`config.mk`:
```
export PLATFORM = sky130hd
export DESIGN_NAME = cpu_control_sequencer
export DESIGN_NICKNAME = d
export VERILOG_FILES = /design/src/rtl/cpu_ctrl_pkg.sv /design/src/rtl/cpu_decode.sv /design/src/rtl/cpu_control_sequencer.sv
export SDC_FILE = /design/constraint.sdc
export NUM_CORES = 1
export LEC_CHECK = 0
export CAP_MARGIN = 25
export CORE_MARGIN = 10
export CORE_UTILIZATION = 41
export CTS_CLUSTER_SIZE = 30
export DETAILED_ROUTE_END_ITERATION = 16
export PLACE_DENSITY = 0.76
export SLEW_MARGIN = 25
export SYNTH_ARGS = -nofsm -noshare
export SYNTH_HDL_FRONTEND = slang
export SYNTH_SLANG_ARGS = --single-unit
```
`constraint.sdc`:
```
create_clock -name clk -period 2.6 [get_ports clk]
set_clock_uncertainty 0.15 [all_clocks]
set_input_delay 0.78 -clock clk [delete_from_list [all_inputs] [get_ports clk]]
set_output_delay 0.78 -clock clk [all_outputs]
set_load 0.01 [all_outputs]
```
`src/rtl/cpu_ctrl_pkg.sv`:
```
// Shared types and opcode map for the multi-cycle CPU control sequencer.
// Instruction layout: opcode[18:13] rd[12:8] rs[7:3] imm[2:0].
package cpu_ctrl_pkg;

    typedef enum logic [2:0] {
        ST_FETCH  = 3'd0,
        ST_DECODE = 3'd1,
        ST_EXEC   = 3'd2,
        ST_MEM    = 3'd3,
        ST_WB     = 3'd4,
        ST_HALT   = 3'd5
    } state_t;

    typedef enum logic [2:0] {
        CL_ALU,
        CL_LD,
        CL_ST,
        CL_BR,
        CL_NOP,
        CL_HALT,
        CL_RSV
    } op_class_t;

    typedef enum logic [1:0] {
        BC_NONE,
        BC_EQ,
        BC_NE,
        BC_ALWAYS
    } br_cond_t;

    localparam logic [5:0] OP_ALU_LAST = 6'h1F;
    localparam logic [5:0] OP_LD       = 6'h20;
    localparam logic [5:0] OP_ST       = 6'h21;
    localparam logic [5:0] OP_BEQ      = 6'h22;
    localparam logic [5:0] OP_BNE      = 6'h23;
    localparam logic [5:0] OP_JMP      = 6'h24;
    localparam logic [5:0] OP_NOP      = 6'h3E;
    localparam logic [5:0] OP_HALT     = 6'h3F;

    localparam int FLAG_ZERO  = 0;
    localparam int FLAG_CARRY = 1;
    localparam int FLAG_NEG   = 2;

    // Anything not explicitly mapped falls into the reserved class.
    function automatic op_class_t op_class(input logic [5:0] op);
        op_class_t cls;
        if (op <= OP_ALU_LAST) begin
            cls = CL_ALU;
        end else begin
            case (op)
                OP_LD:                  cls = CL_LD;
                OP_ST:                  cls = CL_ST;
                OP_BEQ, OP_BNE, OP_JMP: cls = CL_BR;
                OP_NOP:                 cls = CL_NOP;
                OP_HALT:                cls = CL_HALT;
                default:                cls = CL_RSV;
            endcase
        end
        return cls;
    endfunction

endpackage

```
`src/rtl/cpu_decode.sv`:
```
// Combinational opcode decode: instruction class and branch-condition select.
module cpu_decode
    import cpu_ctrl_pkg::*;
(
    input  logic [5:0] i_opcode,
    output op_class_t  o_class,
    output br_cond_t   o_cond
);

    always_comb begin
        o_class = op_class(i_opcode);
        o_cond  = BC_NONE;
        case (i_opcode)
            OP_BEQ:  o_cond = BC_EQ;
            OP_BNE:  o_cond = BC_NE;
            OP_JMP:  o_cond = BC_ALWAYS;
            default: o_cond = BC_NONE;
        endcase
    end

endmodule

```
`src/rtl/cpu_control_sequencer.sv`:
```
// Multi-cycle control FSM: latches the instruction, sequences
// fetch/decode/execute/memory/writeback and drives every datapath strobe.
module cpu_control_sequencer
    import cpu_ctrl_pkg::*;
#(
    parameter int XLEN        = 19,
    parameter int MEM_TIMEOUT = 15
) (
    input  logic            clk,
    input  logic            reset,
    input  logic [XLEN-1:0] instructions,
    input  logic [7:0]      FLAG,
    input  logic            mem_ack,
    output logic [5:0]      opcode,
    output logic [4:0]      rd,
    output logic [4:0]      rs,
    output logic [2:0]      imm,
    output logic            aluen,
    output logic            memread,
    output logic            memwrite,
    output logic            regwrite,
    output logic            branch,
    output logic            pc_en,
    output logic            halted,
    output logic            mem_err,
    output logic            illegal,
    output logic [15:0]     instret,
    output logic [2:0]      state
);

    localparam logic [7:0] LP_WAIT_LAST = 8'(MEM_TIMEOUT - 1);

    state_t          r_state;
    logic [XLEN-1:0] r_ir;
    logic [7:0]      r_wait;
    logic            r_halted;
    logic            r_mem_err;
    logic [15:0]     r_instret;

    op_class_t w_class;
    br_cond_t  w_cond;
    logic      w_taken;
    logic      w_retire;
    logic      w_unused_flags;

    assign opcode = r_ir[XLEN-1 -: 6];
    assign rd     = r_ir[XLEN-7 -: 5];
    assign rs     = r_ir[XLEN-12 -: 5];
    assign imm    = r_ir[2:0];

    assign w_unused_flags = ^{FLAG[7:3], FLAG[FLAG_NEG], FLAG[FLAG_CARRY]};

    cpu_decode u_decode (
        .i_opcode (opcode),
        .o_class  (w_class),
        .o_cond   (w_cond)
    );

    always_comb begin
        case (w_cond)
            BC_EQ:     w_taken = FLAG[FLAG_ZERO];
            BC_NE:     w_taken = ~FLAG[FLAG_ZERO];
            BC_ALWAYS: w_taken = 1'b1;
            default:   w_taken = 1'b0;
        endcase
    end

    // The retire cycle is the single cycle of each instruction in which the PC advances.
    always_comb begin
        case (r_state)
            ST_DECODE: w_retire = (w_class == CL_NOP) || (w_class == CL_RSV);
            ST_EXEC:   w_retire = (w_class == CL_BR);
            ST_MEM:    w_retire = (w_class == CL_ST) && mem_ack;
            ST_WB:     w_retire = 1'b1;
            default:   w_retire = 1'b0;
        endcase
    end

    always_comb begin
        aluen    = 1'b0;
        memread  = 1'b0;
        memwrite = 1'b0;
        regwrite = 1'b0;
        branch   = 1'b0;
        pc_en    = 1'b0;
        illegal  = 1'b0;
        if (!reset) begin
            aluen    = (r_state == ST_EXEC) &&
                       ((w_class == CL_ALU) || (w_class == CL_LD) || (w_class == CL_ST));
            memread  = (r_state == ST_MEM) && (w_class == CL_LD);
            memwrite = (r_state == ST_MEM) && (w_class == CL_ST);
            regwrite = (r_state == ST_WB);
            branch   = (r_state == ST_EXEC) && (w_class == CL_BR) && w_taken;
            pc_en    = w_retire;
            illegal  = (r_state == ST_DECODE) && (w_class == CL_RSV);
        end
    end

    always_ff @(posedge clk) begin
        if (reset) begin
            r_state   <= ST_FETCH;
            r_ir      <= '0;
            r_wait    <= '0;
            r_halted  <= 1'b0;
            r_mem_err <= 1'b0;
            r_instret <= '0;
        end else begin
            if (w_retire) begin
                r_instret <= r_instret + 16'd1;
            end
            case (r_state)
                ST_FETCH: begin
                    r_ir    <= instructions;
                    r_state <= ST_DECODE;
                end
                ST_DECODE: begin
                    case (w_class)
                        CL_NOP, CL_RSV: r_state <= ST_FETCH;
                        CL_HALT: begin
                            r_state  <= ST_HALT;
                            r_halted <= 1'b1;
                        end
                        default: r_state <= ST_EXEC;
                    endcase
                end
                ST_EXEC: begin
                    case (w_class)
                        CL_ALU: r_state <= ST_WB;
                        CL_LD, CL_ST: begin
                            r_state <= ST_MEM;
                            r_wait  <= '0;
                        end
                        default: r_state <= ST_FETCH;
                    endcase
                end
                ST_MEM: begin
                    // An ack arriving in the timeout cycle still completes the access.
                    if (mem_ack) begin
                        r_state <= (w_class == CL_LD) ? ST_WB : ST_FETCH;
                    end else if (r_wait == LP_WAIT_LAST) begin
                        r_state   <= ST_HALT;
                        r_halted  <= 1'b1;
                        r_mem_err <= 1'b1;
                    end else begin
                        r_wait <= r_wait + 8'd1;
                    end
                end
                ST_WB:   r_state <= ST_FETCH;
                ST_HALT: r_state <= ST_HALT;
                default: r_state <= ST_FETCH;
            endcase
        end
    end

    assign halted  = r_halted;
    assign mem_err = r_mem_err;
    assign instret = r_instret;
    assign state   = r_state;

endmodule

```
* Word level (Yosys, flattened, before mapping)
Cells that the tools add are included.
** Word-level totals
- Register bits after elaboration :: 48
- Logic and storage cells :: 85
- Output and inout bits :: 47
- Input port bits :: 30
** Cells by class
- Reductions and logical operators :: 20
- Eq/ne operators :: 28
- Multiplexer cells :: 26
- Bitwise operators :: 2
- $lt $le $gt $ge :: 1
- Add/subtract/negate cells :: 2
** Operators by type and width (count)
- 6-bit equality test (second input constant) :: 7
- 3-bit one-hot mux with 5 select lines :: 2
- 8-bit two-way mux :: 3
- 16-bit by 1-bit adder with 16-bit output (second input constant) :: 1
- 8-bit one-hot mux with 2 select lines :: 1
- 3-bit equality test (second input constant) :: 5
- 3-bit by 2-bit equality test with 1-bit output (second input constant) :: 4
- 3-bit two-way mux :: 4
- 3-bit one-hot mux with 2 select lines :: 2
- 1-bit two-way mux :: 10
- 8-bit by 1-bit adder with 8-bit output (second input constant) :: 1
- 8-bit by 4-bit equality test with 1-bit output (second input constant) :: 1
- 4-bit AND reduction :: 2
- 1-bit logical AND :: 7
- 3-bit by 1-bit equality test with 1-bit output (second input constant) :: 2
- 6-bit by 5-bit <= comparator with 1-bit output (second input constant) :: 1
- 3-bit logical NOT :: 2
- 2-bit by 1-bit inequality test with 1-bit output (second input constant) :: 3
- 2-bit one-hot mux with 3 select lines :: 1
- 2-bit equality test (second input constant) :: 2
- 2-bit inequality test (second input constant) :: 2
- 1-bit one-hot mux with 4 select lines :: 1
- 2-bit nonzero test :: 2
- 2-bit OR reduction :: 2
- other kinds (8) :: 11

* Logic depth before layout (Yosys ltp)
Gate-level depths: netlist (run 1).
- Depth in word-level cells :: 9
- Mapped depth :: 8
- Gate-level depth less buffers :: 8

* Modules after synthesis
Synthesis (run 1) repeated with hierarchy kept, for this count alone.
** Second synthesis, totals
- Cell total of the unflattened synthesis :: 312
- Area total of the unflattened synthesis :: 2632.5 um^2
** By module, submodules not included
- cpu_control_sequencer :: area each 2528.7 um^2, instances 1, cells an instance 297, sequential area each 960.9 um^2
- cpu_decode :: area each 103.8 um^2, instances 1, cells an instance 15, sequential area each 0.0 um^2

* Worst setup path before layout (run 1)
OpenSTA, ideal clock, no wires.
- Kind :: input to output
- Start :: in mem_ack
- End :: out pc_en
- Stages :: 6
- Path slack :: -0.205 ns
- Arrival :: 1.875 ns
- Data required time :: 1.670 ns
- Cell sequence :: clkbuf_1 nand3_1 nor4_1 o21ai_1 buf_2 a21oi_1
** On the way
- Word-level cells in the longest chain between the ends :: 3
** Ends and longest elaborated chain
- start, declared :: RTL line cpu_control_sequencer.sv:13 : input logic mem_ack,
- 1-bit logical AND :: RTL line cpu_control_sequencer.sv:73 : ST_MEM: w_retire = (w_class == CL_ST) && mem_ack;
- 1-bit one-hot mux with 4 select lines :: RTL line cpu_control_sequencer.sv:70 : case (r_state)
- 1-bit two-way mux :: RTL line cpu_control_sequencer.sv:87 : if (!reset) begin
- end, declared :: RTL line cpu_control_sequencer.sv:23 : output logic pc_en,
No other way between the ends.

* Worst setup path in the final report (run 1)
- Start :: in FLAG[0]
- End :: out branch
** On the way
- Word-level cells in the longest chain between the ends :: 4
** Ends and longest elaborated chain
- start, declared :: RTL line cpu_control_sequencer.sv:12 : input logic [7:0] FLAG,
- 1-bit NOT :: RTL line cpu_control_sequencer.sv:62 : BC_NE: w_taken = ~FLAG[FLAG_ZERO];
- 1-bit one-hot mux with 3 select lines (*) :: RTL line cpu_control_sequencer.sv:60 : case (w_cond)
- 1-bit logical AND (*) :: RTL line cpu_control_sequencer.sv:93 : branch = (r_state == ST_EXEC) && (w_class == CL_BR) && w_taken;
- 1-bit two-way mux (*) :: RTL line cpu_control_sequencer.sv:87
- end, declared :: RTL line cpu_control_sequencer.sv:22 : output logic branch,
Every way passes the cells marked *; elsewhere a longest branch is shown, timed or not.

==> results of run 1 <==
==> state kept, by name, indices dropped and copies added (netlist names) <==
register  count
instret      16
r_wait        8
halted        1
mem_err       1
r_ir         19
state         3
==> layout make-up <==
cell class / instances / area share, %
multi-input cells: 226 / 39.9
flip-flops and latches: 48 / 27.7
repair buffers: 104 / 26.3
well taps: 72 / 2.58
clock buffers: 6 / 2.36
inverters: 7 / 0.751
clock inverters: 2 / 0.393
==> worst max-delay path, cell delays in order <==
cell             delay (ns)
clkdlybuf4s15_1        0.18
o32a_1                 0.30
nor4_2                 0.23
buf_2                  0.17
==> cell usage after synthesis, drive strengths merged, types with 2 or more instances <==
cell	number	area [sq um]
a211oi	4	55.1
a31oi	2	12.5
xor2	4	35.0
o21ai	7	35.0
nor4	3	18.8
inv	7	26.3
xnor2	17	149
buf	3	15.0
nor3	8	40.0
nand2	51	191
nand3	14	70.1
a21boi	2	15.0
o31ai	2	15.0
nor2	33	134
nor2b	5	31.3
and3	3	18.8
nand2b	3	18.8
or3b	2	20.0
clkbuf	14	52.6
a2111oi	7	70.1
and2	5	31.3
a21oi	33	165
nor3b	3	22.5
dfxtp	48	961
ha	3	37.5
nand4	3	18.8
==> repair_timing <==
action	in CTS	in global routing
cloned	0	0
endpoints found under the setup margin	7	6
pin swaps	8	2
gates resized for setup	42	10
==> logic make-up after synthesis <==
kind of cell	after synthesis
buffers and inverters	24
XOR/XNOR	21
adder cells (fa/ha/maj)	3
AO/OA/AOI/OAI	64
AND/OR/NAND/NOR	138
flip-flops	48
==> cell usage in the layout (no fill, tap or decap), drive strengths merged, types with 2 or more instances in the layout <==
cell            n
clkdlybuf4s50  59
nand2          51
dfxtp          48
buf            43
a21oi          33
nor2           33
xnor2          17
nand3          14
inv             8
nor3            8
a2111oi         7
o21ai           7
clkbuf          6
and2            5
nor2b           5
xor2            4
a211oi          4
nand2b          3
and3            3
nand4           3
ha              3
nor3b           3
nor4            3
a21boi          2
or3b            2
o31ai           2
clkdlybuf4s15   2
a31oi           2
==> routing by layer <==
layer  GRT usage (%)  vias to the layer above
met4            4.79                        0
met2            26.5                       54
li1                -                     1212
met5               0                        -
met3            4.82                        4
met1            17.0                     1141
==> worst paths after layout <==
path	start	to	slack, ns	depth (start not counted)
max	FLAG[0]	branch	0.01	4
min reg2reg	r_ir[0]$_SDFFE_PP0N_	r_ir[0]$_SDFFE_PP0N_	0.31	2
max reg2reg	r_ir[16]$_SDFFE_PP0N_	r_wait[6]$_SDFFE_PP0P_	0.15	6
min	r_ir[0]$_SDFFE_PP0N_	r_ir[0]$_SDFFE_PP0N_	0.31	2
==> metrics by stage <==
| step | area [sq um] | hold slack (ns) | utilization, % |
|---|---|---|---|
| 6_report | 3500 | 0.309 | 63.1 |
| 5_1_grt | 3500 | 0.337 | 63.1 |
| 4_1_cts | 3480 | 0.309 | 62.7 |
| 3_5_place_dp | 3370 | 0.295 | 60.8 |
| 3_3_place_gp | 3370 | 0.291 | 60.8 |
| 2_1_floorplan | 2420 | 0.331 | - |
==> power by group <==
part	switching (uW)	internal, uW	total, uW
Clock	267	218	485
Combinational	305	297	602
Sequential	41.3	792	834
==> results.cfg, run 1 <==
[status]
status = finished, final reports clean

[floorplan]
ioPinCount = 77
die-height_microns = 95.9
die_area_sq_mm = 0.00919
core_sq_mm = 0.00554
start_util_pct = 42.6
die_x_microns = 95.9
rows = 27

[sta]
setup-violations-final = 0
period_share_pct = 99.5
drv_slew = 0
rsz0062_at_grt = true
setup-tns-final_ns = 0
fin_crit_ns = 2.59
fmax_ghz = 0.387
hold_viol_final = 0
worstMarginPinSlew_ns = 0.682
slew_headroom_pct = 54.5
fin_ws_ns = 0.0136

[place]
pre_cts_ws_ns = -0.813
gp_congestion = 0.822
port_buffers = 69
dp_hpwl_mm = 5.14
placed_cells = 457

[clock_network]
path_clk_slew_ns = 0.09
cts_tree = yes
htreeDepth = 2
clock_tree.root_cell = clkbuf_8
cts_setup_buffers = 0
clock-sinks = 48
cts_made_buffers = 5
clk_path_buf_depth = 2
ctsHoldBuffers = 0
worst_skew_pair.late_latency_ns = 0.30

[worst_setup_path]
critPathLaunchType = primary input
path_class = primary input to output port
path_max_fanout = 2
cp.required_ns = 1.67
cp-end-kind = output port
crit_arrival_ns = 1.66

[detailed_routing]
wl_met1_mm = 2.90
met3_wirelength_microns = 390
avgViaCountPerCell = 5.18
wl_mm = 6.89
vias = 2411
ant_nets = 0
routed.top_layer = met4
detail_route.wl_per_cell_microns = 14.8
drc = 0
drt_iter0_drc = 140
met2_length_mm = 3.52
dr.pass1.iters = 4

[synthesis]
yosys_warnings = 0
syn_inst = 298
syn-cell-area_sq_mm = 0.00236
synthXorXnorAreaFrac_pct = 7.79
synth_top_family_by_area = simple AND/OR/NAND/NOR gates
synthSimpleGateAreaFrac_pct = 27.7
synth_edf_count = 0
synthMuxAreaShare_pct = 0
synth_cell_type_count = 43
async_flop_share_pct = 0
syn_nets = 331
synth-seq-area-share_pct = 40.7
synth.avg_cell_area_sq_um = 7.92
synth_flop_cell = dfxtp_1
ys_ff_latch = 48
post_synth_fa_ha_maj_area_fraction_pct = 1.59
synth_compound_area_share_pct = 18.2

[power]
leakagePower_uw = 0.00127
total_power_uw = 1920
power.density_mw_per_mm2 = 549
ir_drop_mv = 0.429

[global_route]
grt_antenna_before_repair = 0
grt_overflow = 0
grt_pass1_vias = 2344
track_usage_pct = 15.1
grt_pass1_wl_mm = 11.2
grt_max_degree = 21

[finish]
area_delta_synth_final_pct = 48.3
multi_input_area_sq_mm = 0.00140
final_cells = 465
finalNetCount = 425
layout-drive-gt1-share_pct = 20.6
final-seq-area_sq_um = 970
nFillCells = 486
num_antenna_cells = 0

[run]
maxCapViolCount = 0

[hold_path]
min_path_type = flop to flop
(Power assumes the default switching activity.)
==> run 2: changes to the inputs <==
--- a/config.mk
+++ b/config.mk
@@ -5,12 +5,12 @@
 export SDC_FILE = /design/constraint.sdc
 export NUM_CORES = 1
 export LEC_CHECK = 0
-export CAP_MARGIN = 25
-export CORE_MARGIN = 10
+export CAP_MARGIN = 10
 export CORE_UTILIZATION = 41
 export CTS_CLUSTER_SIZE = 30
 export DETAILED_ROUTE_END_ITERATION = 16
 export PLACE_DENSITY = 0.76
+export SKIP_CTS_REPAIR_TIMING = 1
 export SLEW_MARGIN = 25
 export SYNTH_ARGS = -nofsm -noshare
 export SYNTH_HDL_FRONTEND = slang
==> run 2 against run 1 <==
Against the previous run: final cell count decreased by 0.22%; worst setup slack improved by 0.0051 ns; critical path depth unchanged; global-route usage increased by 6.1 points; critical path type is now flop to output port; largest cell class unchanged.
==> results.cfg, run 2 (synthesis gave the netlist of run 1 again) <==
[worst_setup_path]
crit_arrival_ns = 1.65
path_class = flop to output port
cp.required_ns = 1.67
path_max_fanout = 3
cp-end-kind = output port
critPathLaunchType = flop

[clock_network]
path_clk_slew_ns = 0.09
clock-sinks = 48
worst_skew_pair.late_latency_ns = 0.29
htreeDepth = 2
cts_made_buffers = 5
clock_tree.root_cell = clkbuf_8
cts_tree = yes
clk_path_buf_depth = 2

[power]
p_sw_share_pct = 31.0
seqPwrFrac_pct = 44.2
internal_power_uw = 1310
p_sw_uw = 588
ir_drop_mv = 0.322
power.density_mw_per_mm2 = 537
p_clk_share_pct = 24.0
leakagePower_uw = 0.00132
pwr-share-comb_pct = 31.8

[sta]
setup-tns-final_ns = 0
setup-violations-final = 0
worstMarginPinSlew_ns = 0.680
drv_slew = 0
fin_crit_ns = 2.58
rsz0062_at_grt = true
period_share_pct = 99.3
slew_headroom_pct = 54.7
whs_ns = 0.307
hold_viol_final = 0
fmax_ghz = 0.387

[detailed_routing]
avgViaCountPerCell = 5.23
detail_route.wl_per_cell_microns = 13.5
wl_mm = 6.26
dr.pass1.iters = 6
drc = 0
drt_iter0_drc = 102
ant_nets = 0
vias = 2427

[floorplan]
ioPinCount = 77
die-height_microns = 77.9
core_sq_mm = 0.00554
die_area_sq_mm = 0.00606
rows = 27
start_util_pct = 42.6
die_x_microns = 77.9

[global_route]
grt_antenna_before_repair = 0
grt_overflow = 0
track_usage_pct = 21.2
grt_pass1_vias = 2333
grt_pass1_wl_mm = 10.4
grt_max_degree = 37

[finish]
area_delta_synth_final_pct = 49.7
layout-drive-gt1-share_pct = 21.2
mostFrequentLayoutCell = clkdlybuf4s50_1
largest_register_ffs = 19
regMostFlops = r_ir
num_antenna_cells = 0
finalNetCount = 424
final_cell_mix = clkdlybuf4s50_1, nand2_1, dfxtp_1, buf_4, a21oi_1

[place]
port_buffers = 69
gp_congestion = 0.835
dp_hpwl_mm = 4.39

[hold_path]
min_path_type = flop to flop

[status]
status = finished, final reports clean

[run]
maxCapViolCount = 0
==> run 2: changes by cell type in the layout (fill, tap and decap cells not counted), sizes merged <==
cell           previous run  this run
clkinvlp                  0         1
inv                       8         7
buf                      43        39
clkdlybuf4s15             2         0
dlymetal6s2s              0         3
clkbuf                    6         9
clkinv                    1         0
==> run 2: stage by stage <==
step | util [%] | cells | total power (uW) | cell area, sq um | setup WS [ns]
floorplan | - | 298 | 1120 | 2420 | -0.00602
global placement | 60.7 | 456 | 1410 | 3360 | -0.811
detailed placement | 60.7 | 456 | 1410 | 3360 | -0.822
CTS | 62.4 | 464 | 1870 | 3450 | -0.834
global route | 63.8 | 464 | 2000 | 3530 | -0.0546
finish | 63.8 | 464 | 1900 | 3530 | 0.0188
==> run 2: layout make-up <==
| cell class | instances | area [sq um] |
|---|---|---|
| repair buffers | 103 | 922 |
| multi-input cells | 226 | 1430 |
| clock inverters | 1 | 7.51 |
| inverters | 7 | 26.3 |
| clock buffers | 7 | 86.3 |
| flip-flops and latches | 48 | 975 |
| well taps | 72 | 90.1 |
| fillers | 489 | 2010 |
==> run 2: path summary, 6_finish.rpt <==
path,slack [ns],end,cells after the start,start
setup / recovery,0.02,branch,4,state[1]$_SDFFE_PP0P_
hold / removal,0.31,r_ir[1]$_SDFFE_PP0N_,2,r_ir[1]$_SDFFE_PP0N_
setup reg to reg,0.18,r_wait[6]$_SDFFE_PP0P_,7,r_ir[17]$_SDFFE_PP0N_
hold reg to reg,0.31,r_ir[1]$_SDFFE_PP0N_,2,r_ir[1]$_SDFFE_PP0N_
==> run 2: layer usage <==
metal	GRT usage [%]	vias to the layer above	share of wire [%]
met5	0	-	0
met4	7.74	0	2.3
met3	4.12	17	4.7
met2	35.8	69	48
met1	26.7	1136	45
li1	-	1205	-
==> run 2: critical path, cell delays in order (launching register included) <==
cell and delay [ns]:
dfxtp_1 0.35, or3b_4 0.39, or2_4 0.25, nor4_2 0.21
buf_2 0.17
==> run 2: power groups by stage <==
stage                     clock network (uW)  logic, uW  registers, uW
final                                    455        603            838
after global routing                     500        655            847
after CTS                                471        572            832
after detailed placement                   0        568            847
after global placement                     0        560            847
after floorplan                            0        255            869
